==> src/rtl/multi_hex_display.sv <==
// multi_hex_display
//   Drives DIGITS seven-segment digits (active-low) from a captured binary
//   value. Values are shown either in hexadecimal (shown on the next edge) or
//   in decimal (converted by a sequential double-dabble over WIDTH cycles).
//   Leading zeros can be blanked. A value that does not fit shows dashes.
//   The whole display can be flashed with a free-running blink divider.
//
// Ports
//   clk       in   system clock, rising edge
//   reset_n   in   asynchronous active-low reset
//   value     in   [WIDTH-1:0] unsigned number to display
//   load      in   capture value/dec_mode/blank_lz (accepted only when ready)
//   dec_mode  in   1 = decimal, 0 = hexadecimal
//   blank_lz  in   1 = blank leading-zero digits
//   blink     in   1 = flash display (live, not captured)
//   ready     out  high in IDLE, i.e. when a load would be accepted
//   hex       out  [7*DIGITS-1:0] active-low segments, digit i at [7i+6:7i]
module multi_hex_display #(
  parameter int DIGITS    = 6,
  parameter int WIDTH     = 20,
  parameter int BLINK_DIV = 25_000_000
) (
  input  logic                  clk,
  input  logic                  reset_n,
  input  logic [WIDTH-1:0]      value,
  input  logic                  load,
  input  logic                  dec_mode,
  input  logic                  blank_lz,
  input  logic                  blink,
  output logic                  ready,
  output logic [7*DIGITS-1:0]   hex
);

  localparam int BCD_W = 4 * DIGITS;
  localparam int CNT_W = $clog2(WIDTH + 1);
  localparam int BLK_W = (BLINK_DIV > 1) ? $clog2(BLINK_DIV) : 1;

  localparam logic [6:0] SEG_BLANK = 7'b1111111;
  localparam logic [6:0] SEG_DASH  = 7'b0111111;

  // Largest value representable in DIGITS decimal digits.
  function automatic logic [63:0] dec_max(input int n);
    logic [63:0] r;
    r = 64'd1;
    for (int i = 0; i < n; i++) r = r * 64'd10;
    return r - 64'd1;
  endfunction
  localparam logic [63:0] DEC_MAX = dec_max(DIGITS);

  function automatic logic [6:0] seg7(input logic [3:0] nib);
    case (nib)
      4'h0: seg7 = 7'b1000000;
      4'h1: seg7 = 7'b1111001;
      4'h2: seg7 = 7'b0100100;
      4'h3: seg7 = 7'b0110000;
      4'h4: seg7 = 7'b0011001;
      4'h5: seg7 = 7'b0010010;
      4'h6: seg7 = 7'b0000010;
      4'h7: seg7 = 7'b1111000;
      4'h8: seg7 = 7'b0000000;
      4'h9: seg7 = 7'b0010000;
      4'hA: seg7 = 7'b0001000;
      4'hB: seg7 = 7'b0000011;
      4'hC: seg7 = 7'b1000110;
      4'hD: seg7 = 7'b0100001;
      4'hE: seg7 = 7'b0000110;
      default: seg7 = 7'b0001110;
    endcase
  endfunction

  typedef enum logic [1:0] {IDLE, CONVERT, UPDATE} state_e;

  state_e               state_q, state_d;
  logic [WIDTH-1:0]     val_q, val_d;      // captured value; shifted out during CONVERT
  logic                 dec_q, dec_d;
  logic                 blz_q, blz_d;
  logic                 ovf_q, ovf_d;
  logic [BCD_W-1:0]     bcd_q, bcd_d;
  logic [CNT_W-1:0]     cnt_q, cnt_d;
  logic [7*DIGITS-1:0]  hex_q, hex_d;
  logic [BLK_W-1:0]     blk_cnt_q, blk_cnt_d;
  logic                 phase_q, phase_d;

  logic [63:0]          value_ext;
  logic [BCD_W-1:0]     bcd_adj;
  logic [BCD_W-1:0]     disp_src;
  logic [7*DIGITS-1:0]  digits;
  logic                 leading;
  logic [3:0]           nib;

  assign value_ext = 64'(value);

  // Double-dabble correction: each BCD nibble >= 5 gets +3 before the shift.
  always_comb begin
    bcd_adj = bcd_q;
    for (int i = 0; i < DIGITS; i++) begin
      if (bcd_q[4*i +: 4] >= 4'd5) bcd_adj[4*i +: 4] = bcd_q[4*i +: 4] + 4'd3;
    end
  end

  // Segment patterns for the captured operand. Leading-zero blanking walks
  // from the most significant digit down until the first nonzero nibble;
  // digit 0 always shows, so zero displays as a single "0".
  always_comb begin
    // NOTE: every variable assigned here gets a default first, so no path
    // leaves one unassigned and no latch is inferred.
    digits   = '1;
    leading  = 1'b1;
    nib      = '0;
    disp_src = dec_q ? bcd_q : BCD_W'(val_q);
    for (int i = DIGITS - 1; i >= 0; i--) begin
      nib = disp_src[4*i +: 4];
      if (ovf_q) begin
        digits[7*i +: 7] = SEG_DASH;
      end else if (blz_q && leading && nib == 4'd0 && i != 0) begin
        digits[7*i +: 7] = SEG_BLANK;
      end else begin
        digits[7*i +: 7] = seg7(nib);
        leading          = 1'b0;
      end
    end
  end

  always_comb begin
    state_d   = state_q;
    val_d     = val_q;
    dec_d     = dec_q;
    blz_d     = blz_q;
    ovf_d     = ovf_q;
    bcd_d     = bcd_q;
    cnt_d     = cnt_q;
    hex_d     = hex_q;
    blk_cnt_d = blk_cnt_q + BLK_W'(1);
    phase_d   = phase_q;

    if (blk_cnt_q == BLK_W'(BLINK_DIV - 1)) begin
      blk_cnt_d = '0;
      phase_d   = ~phase_q;
    end

    case (state_q)
      IDLE: begin
        if (load) begin
          val_d   = value;
          dec_d   = dec_mode;
          blz_d   = blank_lz;
          bcd_d   = '0;
          cnt_d   = '0;
          // Overflow is judged once, on the raw captured value.
          ovf_d   = dec_mode ? (value_ext > DEC_MAX) : ((value_ext >> BCD_W) != 64'd0);
          state_d = dec_mode ? CONVERT : UPDATE;
        end
      end
      CONVERT: begin
        bcd_d = {bcd_adj[BCD_W-2:0], val_q[WIDTH-1]};
        val_d = val_q << 1;
        cnt_d = cnt_q + CNT_W'(1);
        if (cnt_q == CNT_W'(WIDTH - 1)) state_d = UPDATE;
      end
      UPDATE: begin
        hex_d   = digits;
        state_d = IDLE;
      end
      default: state_d = IDLE;
    endcase
  end

  always_ff @(posedge clk or negedge reset_n) begin
    if (!reset_n) begin
      state_q   <= IDLE;
      val_q     <= '0;
      dec_q     <= 1'b0;
      blz_q     <= 1'b0;
      ovf_q     <= 1'b0;
      bcd_q     <= '0;
      cnt_q     <= '0;
      hex_q     <= '1;
      blk_cnt_q <= '0;
      phase_q   <= 1'b0;
    end else begin
      // NOTE: non-blocking assignments so every register samples the
      // pre-edge values computed above, independent of statement order.
      state_q   <= state_d;
      val_q     <= val_d;
      dec_q     <= dec_d;
      blz_q     <= blz_d;
      ovf_q     <= ovf_d;
      bcd_q     <= bcd_d;
      cnt_q     <= cnt_d;
      hex_q     <= hex_d;
      blk_cnt_q <= blk_cnt_d;
      phase_q   <= phase_d;
    end
  end

  assign ready = (state_q == IDLE);
  // Blink overrides the output only; registered digits and FSM are untouched.
  assign hex   = (blink && phase_q) ? '1 : hex_q;

endmodule

==> config.mk <==
export PLATFORM = sky130hd
export DESIGN_NAME = multi_hex_display
export DESIGN_NICKNAME = d
export VERILOG_FILES = /design/src/rtl/multi_hex_display.sv
export SDC_FILE = /design/constraint.sdc
export NUM_CORES = 1
export LEC_CHECK = 0
export ABC_AREA = 1
export BUFFER_PORTS_ARGS = -buffer_cell sky130_fd_sc_hd__buf_2
export CAP_MARGIN = 20
export CORE_MARGIN = 4
export CORE_UTILIZATION = 35
export DETAILED_ROUTE_END_ITERATION = 8
export GPL_TIMING_DRIVEN = 0
export PLACE_DENSITY = 0.62
export SLEW_MARGIN = 20
export SYNTH_ARGS = -nofsm -noshare
export SYNTH_HDL_FRONTEND = slang
export SYNTH_SLANG_ARGS = --single-unit
==> constraint.sdc <==
create_clock -name clk -period 2.5 [get_ports clk]
set_input_delay 0 -clock clk [delete_from_list [all_inputs] [get_ports clk]]
set_output_delay 0 -clock clk [all_outputs]
set_load 0.01 [all_outputs]
# Word-level counts from Yosys, hierarchy flattened
# Memory sizes are Yosys's and may differ from the RTL's.
# Index checks and enable logic that the tools add are counted.
totals:
  mem_count: 6
  input_bits: 26
  romBits: 672
  ff_bits: 122
  wordCells: 97
  out_inout_bits: 43
mem_list:
  columns: ["name", "depth", "width", "rd", "rd_clocked_by_memory_dff", "wr", "line_no", "text"]
  rows:
  - ["(name not given)", 16, 7, 1, 0, 0, "51", "case (nib)"]
  - ["(name not given)", 16, 7, 1, 0, 0, "51", null]
  - ["(name not given)", 16, 7, 1, 0, 0, "51", null]
  - ["(name not given)", 16, 7, 1, 0, 0, "51", null]
  - ["(name not given)", 16, 7, 1, 0, 0, "51", null]
  - ["(name not given)", 16, 7, 1, 0, 0, "51", null]
op_classes:
  eq_ne: 6
  magnitude_cmp: 7
  n_reduce_logical: 20
  add_sub_neg: 8
  mux: 39
  bitwise: 1
ops:
  columns: ["op", "n"]
  rows:
  - ["$mux 7", 11]
  - ["$mux 24", 2]
  - ["$pmux 24 s2", 1]
  - ["$mux 42", 1]
  - ["$pmux 20 s2", 1]
  - ["$add 25x1->25 const B", 1]
  - ["$eq 25x25->1 const B", 1]
  - ["$mux 25", 1]
  - ["$ge 4x3->1 const B", 6]
  - ["$add 4x2->4 const B", 5]
  - ["$gt 20x20->1 const B", 1]
  - ["$logic_not 4->1", 5]
  - ["$mux 20", 1]
  - ["$mux 4", 5]
  - ["$logic_and 1x1->1", 10]
  - ["$pmux 5 s2", 1]
  - ["$mux 1", 9]
  - ["$mux 2", 3]
  - ["$reduce_and 2->1", 3]
  - ["$add 5x1->5 const B", 1]
  - ["$eq 5x5->1 const B", 1]
  - ["$mux 5", 1]
  - ["$ne 2x2->1 const B", 2]
  - ["$pmux 2 s2", 1]
  - ["other kinds (7)", 7]

# Depth between registers and ports, before layout
depth:
  depth_word: 21
  depth_mapped: 18
  ltp_nobuf: 16

# Worst setup path before layout
# Ideal clock, no wire load.
synth_timing:
  path_kind: "reg-to-reg"
  start: "register dec_q"
  end: "register hex_q[13]"
  setup_time_ns: 0.061
  required_ns: 2.439
  period_less_slack_ns: 2.277
  arrival_ns: 2.216
  path_stages_with_launch: 17
  n_path_buf: 4
  setup_slack_ns: 0.223
  cell_sequence: "dfrtp_1 > buf_6 > buf_12 > buf_6 > buf_6 > o21ai_1 > ha_1 > nand2_1 > nor2_1 > nand2_1 > o21bai_4 > nand2_4 > nand2_2 > nand2_2 > nand2_1 > nand2_1 > nand2_1"
synth_between:
  elab_chain_cells: 21
  word_cells_on_any_way: 26
  cone_classes: "11 x mux; 14 x reduce/logical; 1 x memory"
synth_lines:
  columns: ["element", "line_no", "text"]
  rows:
  - ["start: declaration", "75", "logic dec_q, dec_d;"]
  - ["start signal: assignment", "172", "dec_q <= 1'b0;"]
  - ["start signal: assignment", "185", "dec_q <= dec_d;"]
  - ["$mux 24 (*)", "110", "disp_src = dec_q ? bcd_q : BCD_W'(val_q);"]
  - ["$logic_not 4->1", "115", "end else if (blz_q && leading && nib == 4'd0 && i != 0) begin"]
  - ["$logic_and 1x1->1", "115", null]
  - ["$mux 1", "115", null]
  - ["$mux 1", "113", "if (ovf_q) begin"]
  - ["$logic_and 1x1->1 (2 in a row)", "115", null]
  - ["$mux 1", "115", null]
  - ["$mux 1", "113", null]
  - ["$logic_and 1x1->1 (2 in a row)", "115", null]
  - ["$mux 1", "115", null]
  - ["$mux 1", "113", null]
  - ["$logic_and 1x1->1 (2 in a row)", "115", null]
  - ["$mux 1", "115", null]
  - ["$mux 1", "113", null]
  - ["$logic_and 1x1->1 (2 in a row)", "115", null]
  - ["$mux 7 (*)", "115", null]
  - ["$mux 7 (*)", "113", null]
  - ["end signal: assignment", "177", "hex_q <= '1;"]
  - ["end signal: assignment", "190", "hex_q <= hex_d;"]
  - ["end: declaration", "80", "logic [7*DIGITS-1:0] hex_q, hex_d;"]
# Every way passes the cells marked *; elsewhere a longest branch is shown, timed or not.
# A chain may end at the register's enable or synchronous reset.

# Worst setup path in the final report
# Ends and elaborated chain as after synthesis.

==> flow_metrics.tcl <==
set metrics [dict create \
    synth_xor_area_share_pct 2.48 \
    p_seq_share_pct 27.8 \
    synthSimpleGateAreaFrac_pct 22.3 \
    hp-start "load" \
    cts_root_buf "clkbuf_16" \
    ys.warnings.count 0 \
    required_ns 2.86 \
    finalHoldViolations 0 \
    p_sw_mw 5.51 \
    regToRegStartpoint "dec_q$_DFFE_PN0P_" \
    clock_sinks 122 \
    cts.clk_slew.worst_paths_ns 0.06 \
    drt_iter0_markers 454 \
    p_per_area_nw_per_um2 1280 \
    slew_violations 0 \
    antenna_found_initial 0 \
    drc 0 \
    fp.dieW_um 157 \
    yosys-top-cells-area "dfrtp_1, dfstp_2, nand2_1" \
    cp_cell_sequence "buf_6 -> buf_12 -> buf_12 -> buf_12 -> o21ai_4 -> ha_4 -> nand2_1 -> nor2_2 -> nand2_1 -> o21bai_4 -> nand2_4 -> nand2_2 -> nand2_2 -> nand2_1 -> nand2_1 -> nand2_1" \
    tns_ns 0 \
    grt_first_pass_wirelength_mm 34.3 \
    fin_area_um2 9510 \
    drt_wl_total_mm 21.2 \
    cts_tree "yes" \
    core_um2 21800 \
    fmax_mhz 418 \
    max-clock-path-buffers 2 \
    async_reset_ff_share_pct 100 \
    finalWorstPathRequiredPeriod_ns 2.39 \
    p_comb_share_pct 52.1 \
    holdPathStages 4 \
    period_share_pct 95.7 \
    worst_ir_drop_vdd_mv 0.601 \
    fin_nets 1209 \
    ios 69 \
    end_kind "flop" \
    ys_seq_area_share_pct 40.0 \
    grt_start_max_net_pins 79 \
    yosysMostFrequentCell "nand2_1" \
    r2r_end "hex_q[13]$_DFFE_PN1N_" \
    arrival_ns 2.75 \
    rows 54 \
    synth_top_flop_cell "dfrtp_1" \
    grt_pass1_vias 6725 \
    p_total_mw 12.2 \
    finClkSkew_ns 0.0111 \
    syn_to_final_growth_pct 22.4 \
    antenna_cells_inserted 0 \
    hpwlAfterDp_mm 15.6 \
    p_clk_share_pct 20.2 \
    synth_cell_types 48 \
    worstSetupStartpointType "flop" \
    swShare_pct 45.3 \
    num_vias 7122 \
    reg2regPathDepth 16 \
    syn_nets 1089 \
    yosysTopAreaCell "dfrtp_1" \
    synth_top_cells_by_count "nand2_1, inv_1, nor2_1" \
    whs_ns 0.0687 \
    reg2reg_slack_ns 0.11 \
    cp_max_fo 10 \
    synth-adder-area-share_pct 7.73 \
    p_int_mw 6.65 \
    hold_path.class "in2reg" \
    drive_gt1_share_pct 17.3 \
    crit_slowest_cell "dfrtp_1" \
    setup.worst_path.class "reg2reg" \
    critPathBufInv 4 \
    place_area_um2 8490 \
    yosysTopAreaCellShare_pct 25.8 \
    wl_per_cell_um 14.8 \
    worst_path_most_repeated_cell "nand2_1" \
    synthesis.area_um2 7770 \
    gp_congestion 0.913 \
    muxShareOfSynthArea_pct 0.129 \
    viasPerCell 4.99 \
    p_leak_nw 4.61 \
    synth_compound_area_share_pct 17.1 \
    synth_top_family_by_area "simple AND/OR/NAND/NOR gates" \
    htreeDepth 4 \
    clk_latency_ns 0.43 \
    worstMarginPinSlew_ns 0.690 \
    critPathTopFamily "simple AND/OR/NAND/NOR gates" \
    hold_end "val_q[18]$_DFFE_PN0P_" \
    portBuffers 68 \
    numCtsBuffers 17 \
    max_stage_delay_ns 0.37 \
    max_cap_violations 0 \
    dr.pass1.iters 5 \
    ys_ff_latch 122 \
    drtAntennaViolNets 0 \
    maxSlewHeadroom_pct 54.0 \
    final_util_pct 43.6 \
    synth_edf_count 0 \
    dieArea_um2 24600 \
    status "complete, no violations" \
    die_y_um 157 \
    overflow 0 \
    grt.total_usage_pct 17.5 \
    syn_avg_cell_area_um2 7.65 \
    synth_cells 1015 \
    start_util_pct 35.6 \
    finalSetupViolCount 0 \
]
## power groups by stage
stage                     registers, mW  clock network [mW]  logic [mW]
after floorplan                    3.22                   0        4.28
after global placement             3.37                   0        5.89
after detailed placement           3.38                   0        5.94
after CTS                          3.36                2.51        6.05
after global routing               3.46                2.60        7.10
final                              3.38                2.45        6.33
## worst max-delay path by stage
stage                      startpoint                      end  slack [ns]  cells after the start
finish              dec_q$_DFFE_PN0P_    hex_q[13]$_DFFE_PN1N_        0.11                     16
global route        dec_q$_DFFE_PN0P_    hex_q[13]$_DFFE_PN1N_       -0.02                     16
CTS                 dec_q$_DFFE_PN0P_    hex_q[13]$_DFFE_PN1N_        0.02                     18
detailed placement  dec_q$_DFFE_PN0P_    hex_q[13]$_DFFE_PN1N_       -0.25                     16
global placement              reset_n  blk_cnt_q[23]$_DFF_PN0_       -0.26                      1
floorplan           dec_q$_DFFE_PN0P_    hex_q[13]$_DFFE_PN1N_        0.22                     16
## kinds of logic (layout without fill, tap and decap cells)
group | after synthesis | in the layout
multiplexers | 1 | 1
adder cells (fa/ha/maj) | 48 | 48
XOR/XNOR | 22 | 22
flip-flops | 122 | 122
AO/OA/AOI/OAI | 209 | 209
AND/OR/NAND/NOR | 413 | 413
buffers and inverters | 200 | 333
## state kept, by name (all words and copies together) (netlist names)
signal,count
state_q,2
ovf_q,1
hex_q,42
dec_q,1
phase_q,1
val_q,20
blk_cnt_q,25
cnt_q,5
bcd_q,24
blz_q,1
## cell type report
type / count / area, um2
fill: 2193 / 12300
multi-input combinational: 693 / 3970
sequential: 122 / 3110
timing repair buffer: 101 / 681
inverter: 172 / 646
clock buffer: 21 / 460
tap: 280 / 350
buffer: 28 / 179
clock inverter: 11 / 121
## what timing repair did
item                                   CTS  global route
hold buffers                            25             0
buffers inserted                         1             6
setup endpoints to repair               23            25
endpoints found under the hold margin  147             0
resized for setup                        8            19
pin swaps                                1             3
## metal layers
layer,wire [um],track usage [%],vias to the layer above
met2,9130,26.2,198
met4,294,4.50,0
li1,-,-,3577
met1,10700,25.9,3325
met3,1070,3.44,22
met5,0,0,-
## cells in the final DEF (no fill, tap or decap), types with 39 or more instances in the layout
cell type,instances
o21ai_0,56
buf_2,72
nand3_1,39
nor2_1,123
dfstp_2,42
inv_1,168
ha_1,45
a21oi_1,44
nand2_1,191
dfrtp_1,80
## stage by stage
stage | cells | worst slack (ns)
after global routing | 1428 | -0.0179
after CTS | 1422 | 0.0187
final | 1428 | 0.108
after global placement | 1363 | -0.261
after detailed placement | 1364 | -0.254
after floorplan | 1015 | 0.223
## worst register-to-register path, stage by stage, from the launching register on
cell and delay, ns:
dfrtp_1 0.37, buf_6 0.14, buf_12 0.15, buf_12 0.16
buf_12 0.15, o21ai_4 0.21, ha_4 0.17, nand2_1 0.06
nor2_2 0.14, nand2_1 0.11, o21bai_4 0.21, nand2_4 0.09
nand2_2 0.07, nand2_2 0.11, nand2_1 0.09, nand2_1 0.05
nand2_1 0.06
No activity file was read; power rests on OpenSTA's default activity.
